===== src/rtl/mem_arbiter_pkg.sv =====
// mem_arbiter_pkg
// Shared types for the unified-memory arbiter.
//   u32_t       : 32-bit address / data word
//   wrstb_t     : 4-bit byte write strobe (all zero means read)
//   arb_state_e : arbiter FSM state (what was issued last cycle)
//   arb_grant_e : combinational grant decision for the current cycle
package mem_arbiter_pkg;

    typedef logic [31:0] u32_t;
    typedef logic [3:0]  wrstb_t;

    localparam wrstb_t WRSTB_READ = 4'b0000;

    typedef enum logic [1:0] {
        ARB_IDLE   = 2'd0,
        ARB_I_RESP = 2'd1,
        ARB_D_RESP = 2'd2
    } arb_state_e;

    typedef enum logic [1:0] {
        GNT_NONE = 2'd0,
        GNT_I    = 2'd1,
        GNT_D    = 2'd2
    } arb_grant_e;

endpackage


===== src/rtl/mem_arbiter_sat_counter.sv =====
// sat_counter
// Saturating up-counter with synchronous clear.
//   clk : clock, rising edge
//   clr : synchronous clear, has priority over inc
//   inc : count enable; the counter sticks at all-ones instead of wrapping
//   cnt : current count
module sat_counter #(
    parameter int W = 16
) (
    input  logic         clk,
    input  logic         clr,
    input  logic         inc,
    output logic [W-1:0] cnt
);

    always_ff @(posedge clk) begin
        if (clr) begin
            cnt <= '0;
        end else if (inc && (cnt != {W{1'b1}})) begin
            cnt <= cnt + W'(1);
        end
    end

endmodule


===== src/rtl/mem_arbiter.sv =====
// mem_arbiter
// Shares one single-port synchronous-read RAM between the instruction-fetch
// port (I) and the data port (D). Each requester raises req and holds its
// address/data until a one-cycle ack; read data is returned with the ack.
//
// Handshake: a requester asserts *_req with stable address (and, for D,
// write data/strobes) and keeps them until *_ack pulses. The access is
// granted combinationally in the cycle it becomes eligible, the memory is
// strobed that same cycle, and the ack (with read data) follows one cycle
// later. The requester must drop req the cycle after ack unless it is
// presenting a new request.
//
// Ports:
//   clk, rst                 clock; synchronous active-high reset
//   i_req/i_addr             instruction read request
//   i_ack/i_rddata           instruction completion pulse + data
//   d_req/d_addr/d_wrdata/d_wrstb  data request (wrstb==0 is a read)
//   d_ack/d_rddata           data completion pulse + read data
//   mem_en/mem_addr/mem_wrdata/mem_wrstb  shared memory port
//   mem_rddata               memory read data, valid the cycle after a read
//   conflict_cnt             saturating count of cycles where both ports
//                            were eligible at once
//   state_dbg                current FSM state, for observation
module mem_arbiter
    import mem_arbiter_pkg::*;
#(
    parameter int CNT_W = 16
) (
    input  logic             clk,
    input  logic             rst,

    input  logic             i_req,
    input  u32_t             i_addr,
    output logic             i_ack,
    output u32_t             i_rddata,

    input  logic             d_req,
    input  u32_t             d_addr,
    input  u32_t             d_wrdata,
    input  wrstb_t           d_wrstb,
    output logic             d_ack,
    output u32_t             d_rddata,

    output logic             mem_en,
    output u32_t             mem_addr,
    output u32_t             mem_wrdata,
    output wrstb_t           mem_wrstb,
    input  u32_t             mem_rddata,

    output logic [CNT_W-1:0] conflict_cnt,
    output arb_state_e       state_dbg
);

    arb_state_e state_q;
    arb_state_e state_d;
    arb_grant_e grant;
    logic       i_elig;
    logic       d_elig;

    // Last address/data driven to the memory; the port holds these when
    // nothing is granted so the bus does not toggle needlessly.
    u32_t       addr_q;
    u32_t       wrdata_q;

    // ------------------------------------------------------------------
    // State register
    // ------------------------------------------------------------------
    always_ff @(posedge clk) begin
        if (rst) begin
            state_q <= ARB_IDLE;
        end else begin
            state_q <= state_d;
        end
    end

    // ------------------------------------------------------------------
    // Eligibility, grant, next state and per-state outputs
    // ------------------------------------------------------------------
    always_comb begin
        i_elig  = 1'b0;
        d_elig  = 1'b0;
        grant   = GNT_NONE;
        state_d = ARB_IDLE;
        i_ack   = 1'b0;
        d_ack   = 1'b0;

        // A port whose access is completing this cycle still has req high
        // for that access, so it must not be granted again yet.
        i_elig = i_req && (state_q != ARB_I_RESP);
        d_elig = d_req && (state_q != ARB_D_RESP);

        // D wins ties; I only goes when D is not eligible.
        if (d_elig) begin
            grant = GNT_D;
        end else if (i_elig) begin
            grant = GNT_I;
        end else begin
            grant = GNT_NONE;
        end

        unique case (grant)
            GNT_I:   state_d = ARB_I_RESP;
            GNT_D:   state_d = ARB_D_RESP;
            default: state_d = ARB_IDLE;
        endcase

        // Acks come from registered state; gating with rst drops an
        // in-flight access when reset lands on its response cycle.
        i_ack = (state_q == ARB_I_RESP) && !rst;
        d_ack = (state_q == ARB_D_RESP) && !rst;
    end

    // ------------------------------------------------------------------
    // Memory port
    // ------------------------------------------------------------------
    always_comb begin
        mem_en     = 1'b0;
        mem_addr   = addr_q;
        mem_wrdata = wrdata_q;
        mem_wrstb  = WRSTB_READ;

        mem_en = (grant != GNT_NONE) && !rst;

        unique case (grant)
            GNT_D: begin
                mem_addr   = d_addr;
                mem_wrdata = d_wrdata;
                mem_wrstb  = rst ? WRSTB_READ : d_wrstb;
            end
            GNT_I: begin
                mem_addr  = i_addr;
                mem_wrstb = WRSTB_READ;
            end
            default: begin
                mem_addr   = addr_q;
                mem_wrdata = wrdata_q;
                mem_wrstb  = WRSTB_READ;
            end
        endcase
    end

    always_ff @(posedge clk) begin
        if (rst) begin
            addr_q   <= '0;
            wrdata_q <= '0;
        end else begin
            addr_q   <= mem_addr;
            wrdata_q <= mem_wrdata;
        end
    end

    // Read data goes straight through; it is only meaningful with the ack.
    assign i_rddata = mem_rddata;
    assign d_rddata = mem_rddata;

    assign state_dbg = state_q;

    // ------------------------------------------------------------------
    // Contention counter
    // ------------------------------------------------------------------
    sat_counter #(
        .W(CNT_W)
    ) u_conflict_cnt (
        .clk(clk),
        .clr(rst),
        .inc(i_elig && d_elig),
        .cnt(conflict_cnt)
    );

endmodule


===== config.mk =====
export PLATFORM = sky130hd
export DESIGN_NAME = mem_arbiter
export DESIGN_NICKNAME = d
export VERILOG_FILES = /design/src/rtl/mem_arbiter_pkg.sv /design/src/rtl/mem_arbiter_sat_counter.sv /design/src/rtl/mem_arbiter.sv
export SDC_FILE = /design/constraint.sdc
export NUM_CORES = 1
export LEC_CHECK = 0
export BUFFER_PORTS_ARGS = -buffer_cell sky130_fd_sc_hd__buf_2
export CAP_MARGIN = 15
export CORE_AREA = 2 2 113 115
export DETAILED_ROUTE_END_ITERATION = 6
export DIE_AREA = 0 0 115 117
export PLACE_DENSITY = 0.72
export RECOVER_POWER = 100
export SYNTH_ARGS = -nofsm -noshare
export SYNTH_HDL_FRONTEND = slang
export SYNTH_HIERARCHICAL = 1
export SYNTH_SLANG_ARGS = --single-unit

===== constraint.sdc =====
create_clock -name clk -period 2.5 [get_ports clk]
set_input_delay 0.5 -clock clk [delete_from_list [all_inputs] [get_ports clk]]
set_output_delay 0.5 -clock clk [all_outputs]
set_load 0.02 [all_outputs]

Yosys cells after proc, flatten, opt, wreduce, memory -nomap -nowiden
Cells that the tools add are included.
{"block": "classes", "n_eq_ne": 7, "n_shift": 0, "muxes": 7, "n_div": 0, "bitwise_logic": 0, "n_mul": 0, "order_cmp": 0, "n_addsub": 1, "reduce_logical": 9}
{"cell": "$pmux 32 s2", "count": 1}
{"cell": "$mux 32", "count": 1}
{"cell": "$add 16x1->16 const B", "count": 1}
{"cell": "$ne 16x16->1 const B", "count": 1}
{"cell": "$mux 4", "count": 2}
{"cell": "$logic_and 1x1->1", "count": 7}
{"cell": "$eq 2x1->1 const B", "count": 2}
{"cell": "$eq 2x2->1 const B", "count": 2}
{"cell": "$pmux 2 s2", "count": 1}
{"cell": "$mux 2", "count": 1}
{"cell": "$ne 2x1->1 const B", "count": 1}
{"cell": "$ne 2x2->1 const B", "count": 1}
{"cell": "$reduce_bool 2->1", "count": 1}
{"cell": "$logic_not 1->1", "count": 1}
{"cell": "$mux 1", "count": 1}
{"block": "totals", "inputBits": 136, "rom_bits": 0, "ram_bits": 0, "latch_bits": 0, "ff_bits": 82, "output_inout_bits": 153, "memories": 0, "word_cells": 28}

Depth between registers and ports, before layout
{"block": "logic_depth", "depth_word": 6, "ltp_mapped": 9, "mapped_depth_nobuf": 7}

Cells and area by module
The synthesis kept the hierarchy.
{"mod": "mem_arbiter", "area_each_um2": 3727.3, "seq_area_each_um2": 1321.3, "cells_each": 485, "instances": 1}
{"mod": "sat_counter", "area_each_um2": 848.3, "seq_area_each_um2": 320.3, "cells_each": 99, "instances": 1}

Least setup slack after synthesis
Ideal clock, no wire load.
{"block": "synth_timing", "path_type": "input to register", "start": "input i_req", "end": "register u_conflict_cnt.cnt[9]", "arrival_time_ps": 2166, "required_time_ps": 2430, "cell_stages": 8, "n_path_buf": 3, "path_slack_ps": 263, "path_cell_list": "buf_2 > clkbuf_1 > nand2_1 > nor2_1 > nand2_1 > clkbuf_1 > or4_1 > a21oi_1"}
{"block": "synth_via", "elab_chain_len": 3}
{"item": "from (decl)", "line": "mem_arbiter.sv:32", "rtl": "input logic i_req,"}
{"item": "$logic_and 1x1->1", "line": "mem_arbiter.sv:89", "rtl": "i_elig = i_req && (state_q != ARB_I_RESP);"}
{"item": "$logic_and 1x1->1", "line": "mem_arbiter.sv:166", "rtl": ".inc(i_elig && d_elig),"}
{"item": "$logic_and 1x1->1", "line": "mem_arbiter_sat_counter.sv:19", "rtl": "end else if (inc && (cnt != {W{1'b1}})) begin"}
{"item": "to (signal assigned)", "line": "mem_arbiter_sat_counter.sv:20", "rtl": "cnt <= cnt + W'(1);"}
{"item": "to (decl)", "line": "mem_arbiter_sat_counter.sv:13", "rtl": "output logic [W-1:0] cnt"}
No other way between the ends.
A chain may end at the register's enable or synchronous reset.

Worst setup path in the final report
{"block": "layout_timing", "start": "register state_q[0], in the netlist state_dbg[0]", "end": "output mem_addr[27]"}
{"block": "layout_via", "elab_chain_len": 6}
{"item": "from (decl)", "line": "mem_arbiter.sv:54", "rtl": "arb_state_e state_q;"}
{"item": "from (signal assigned)", "line": "mem_arbiter.sv:72", "rtl": "state_q <= state_d;"}
{"item": "$ne 2x1->1", "line": "mem_arbiter.sv:89"}
{"item": "$logic_and 1x1->1", "line": "mem_arbiter.sv:89"}
{"item": "$mux 1", "line": "mem_arbiter.sv:95", "rtl": "end else if (i_elig) begin"}
{"item": "$mux 2 *", "line": "mem_arbiter.sv:93", "rtl": "if (d_elig) begin"}
{"item": "$eq 2x1->1 / $eq 2x2->1 (equally long branches)", "line": "mem_arbiter.sv:124", "rtl": "unique case (grant)"}
{"item": "$pmux 32 s2 *", "line": "mem_arbiter.sv:124"}
{"item": "to (decl)", "line": "mem_arbiter.sv:45", "rtl": "output u32_t mem_addr,"}
Mark *: on every way between the ends. The rest lies on a longest branch, timed or not.

==> flow_summary.json <==
{
  "io_pins": 289,
  "clk_pin_slew_worst_paths_ps": 60,
  "start_kind": "flip-flop",
  "hpwl_mm": 9.466,
  "die_y_um": 117,
  "initial_core_util": 0.3716,
  "cts.path.max_buffers": 2,
  "fin_util": 0.4372,
  "p_per_area_nw_per_um2": 637.6,
  "grt_max_degree": 65,
  "track_usage": 0.1918,
  "maxSlewHeadroom": 0.3450,
  "cp-end-kind": "primary output",
  "antenna_found_initial": 2,
  "viasPerCell": 5.600,
  "port_buffers": 192,
  "final_antenna_net_count": 0,
  "die_w_um": 115,
  "leakage_uw": 0.002145,
  "routabilityCongestion": 0.9222,
  "synth.distinct_cells": 40,
  "cap_violations": 0,
  "setup_viol": 0,
  "cp.required_ps": 2000,
  "rsz0062_at_grt": "no",
  "crit_family": "buffers and inverters",
  "placed_area_sq_um": 5185,
  "cts.hold.buffers_added": 0,
  "cpPeakStageDelay_ps": 420,
  "timing.final.hold_violations": 0,
  "grt_overflow": 0,
  "core_area_sq_um": 12310,
  "grt_pass1_wl_mm": 20.68,
  "critPathKind": "reg2out",
  "routed_wl_mm": 13.39,
  "drt_pass1_iterations": 5,
  "total_power_uw": 3432,
  "fin_crit_ps": 2333,
  "max_freq_ghz": 0.4286,
  "clkSinkCount": 82,
  "die_area_sq_um": 13460,
  "numCtsBuffers": 9,
  "rows": 41,
  "hold_ws_ps": 466.4,
  "ys_seq_area_frac": 0.3588,
  "crit_arrival_ps": 1830,
  "cp_num_buf_inv": 2,
  "syn_inst": 584,
  "grt_pass1_vias": 4089,
  "drive_above_1_share": 0.2355,
  "worst_slew_pin_slew_ps": 982.4,
  "cts_htree_levels": 3,
  "hp-class": "in2reg",
  "vdd_drop_max_uv": 284.8,
  "clock_latency_ps": 330,
  "syn-num-nets": 721,
  "design_area_sq_um": 5383,
  "cts_tree": "built",
  "avgSynthCellArea_sq_um": 7.835,
  "area_growth_pct": 17.64,
  "vias": 4726,
  "clock_skew_ps": 5.033,
  "yosysWarningCount": 6,
  "totalNegativeSetupSlack_ps": 0,
  "ys_ff_latch": 82,
  "critPathMaxFanout": 32,
  "run_status": "finished, final reports clean",
  "root_buffer": "clkbuf_16",
  "slew_viol_final": 0,
  "final_nets": 825,
  "worst_path_max_delay_cell": "dfxtp_1",
  "crit_chain": "nand2b_2 > buf_4 > a32oi_1 > a21oi_1 > clkbuf_1",
  "period_share": 0.9333,
  "route.detailed.drc": 0,
  "drt_iter0_markers": 348,
  "syn_area_sq_um": 4576,
  "cts_setup_buffers": 0,
  "wl_per_cell_um": 15.87,
  "post_cts_resized": 0
}
-- cells by family (layout without fill, tap and decap cells) --
group / Yosys count / after routing / share of synthesized area
xor gates and xnor gates: 2 / 2 / 0.003829
other: 0 / 2 / 0
and+or+nand+nor: 159 / 159 / 0.1827
buffers and inverters: 122 / 230 / 0.1619
muxes: 2 / 2 / 0.004649
AOI/OAI and AO/OA: 216 / 216 / 0.2855
DFF: 82 / 82 / 0.3588
adders and majority gates: 1 / 1 / 0.002734
-- state kept, by name, indices dropped and copies added, names as in the netlist --
signal              flops
u_conflict_cnt/cnt     16
wrdata_q               32
addr_q                 32
state_dbg               2
-- worst register-to-register path: stages (launching register included) --
cell and delay (ps):
dfxtp_1 430, ha_1 260, nand3_1 150, nor4_4 150, clkbuf_1 530, nor4bb_1 150
mux2_2 300
-- final timing paths --
check                                            from  slack [ps]                      to  cells after the start
worst max-delay path                     state_dbg[0]         170            mem_addr[27]                      5
worst max register to register  u_conflict_cnt/cnt[0]         420  u_conflict_cnt/cnt[11]                      6
worst min register to register           wrdata_q[17]         500            wrdata_q[17]                      2
worst min-delay path                     d_wrdata[16]         470            wrdata_q[16]                      3
-- synth_stat cells, drive strengths merged --
cell type,instances,area [sq um]
nand3,38,190.2
inv,5,18.76
ha,1,12.51
and3,1,6.260
xnor2,2,17.52
a32oi,32,280.3
and4,3,26.28
nand4,4,40.04
a21oi,75,375.4
or4,7,52.55
nor4,3,33.78
mux2i,1,10.01
a211oi,32,240.2
nand2,41,156.4
nor3b,5,37.54
o311ai,1,8.760
o21ai,68,340.3
nor2b,3,18.77
nand3b,1,7.510
o21a,1,7.510
dfxtp,82,1642
o31ai,6,45.04
buf,91,623.1
mux2,1,11.26
and2b,1,7.510
clkbuf,26,98.84
nor3,36,180.2
or3,3,18.77
nor2,10,37.54
o41ai,1,8.760
nor4bb,1,10.01
nand2b,2,12.51
-- stage by stage --
step | instances | setup slack [ps]
2_1_floorplan | 584 | 263.1
3_3_place_gp | 827 | 374.8
3_5_place_dp | 827 | 354.7
4_1_cts | 842 | 176.2
5_1_grt | 842 | 40.90
6_report | 844 | 166.8
-- power by group --
group	switching, uW	internal, uW	leakage [uW]
Sequential	19.5	1390	0.000675
Clock	501	791	0.000140
Combinational	486	249	0.00133
Total	1010	2430	0.00215
-- per-layer routing --
metal	track usage	part of all wire
met1	0.2480	0.42
met5	0	0.00097
met3	0.05252	0.082
met4	0.08835	0.033
met2	0.2992	0.46
-- placed cells by master (no fill, tap or decap), types with 3 or more instances in the layout --
cell type | netlist | layout
a211oi_1 | 32 | 32
a21oi_1 | 75 | 75
a32oi_1 | 32 | 32
and4_1 | 3 | 3
buf_12 | 0 | 3
buf_2 | 18 | 104
buf_4 | 69 | 9
clkbuf_1 | 25 | 69
clkbuf_16 | 0 | 9
clkbuf_2 | 1 | 25
dfxtp_1 | 82 | 82
inv_1 | 4 | 4
nand2_1 | 40 | 40
nand3_1 | 38 | 38
nand4_1 | 3 | 3
nor2_1 | 10 | 10
nor3_1 | 36 | 36
nor3b_1 | 5 | 5
o21ai_0 | 63 | 63
o21ai_1 | 5 | 5
o31ai_1 | 6 | 6
or3_1 | 3 | 3
or4_1 | 7 | 7
-- final cells by class --
cell class | instances | area, sq um
diodes | 2 | 5.005
clock buffers | 10 | 239.0
flip-flops and latches | 82 | 1642
fillers | 1335 | 6929
repair buffers | 210 | 1032
inverters | 5 | 18.77
clock inverters | 5 | 55.05
well taps | 150 | 187.7
multi-input cells | 380 | 2203
Power figures use the tool's default switching activity.
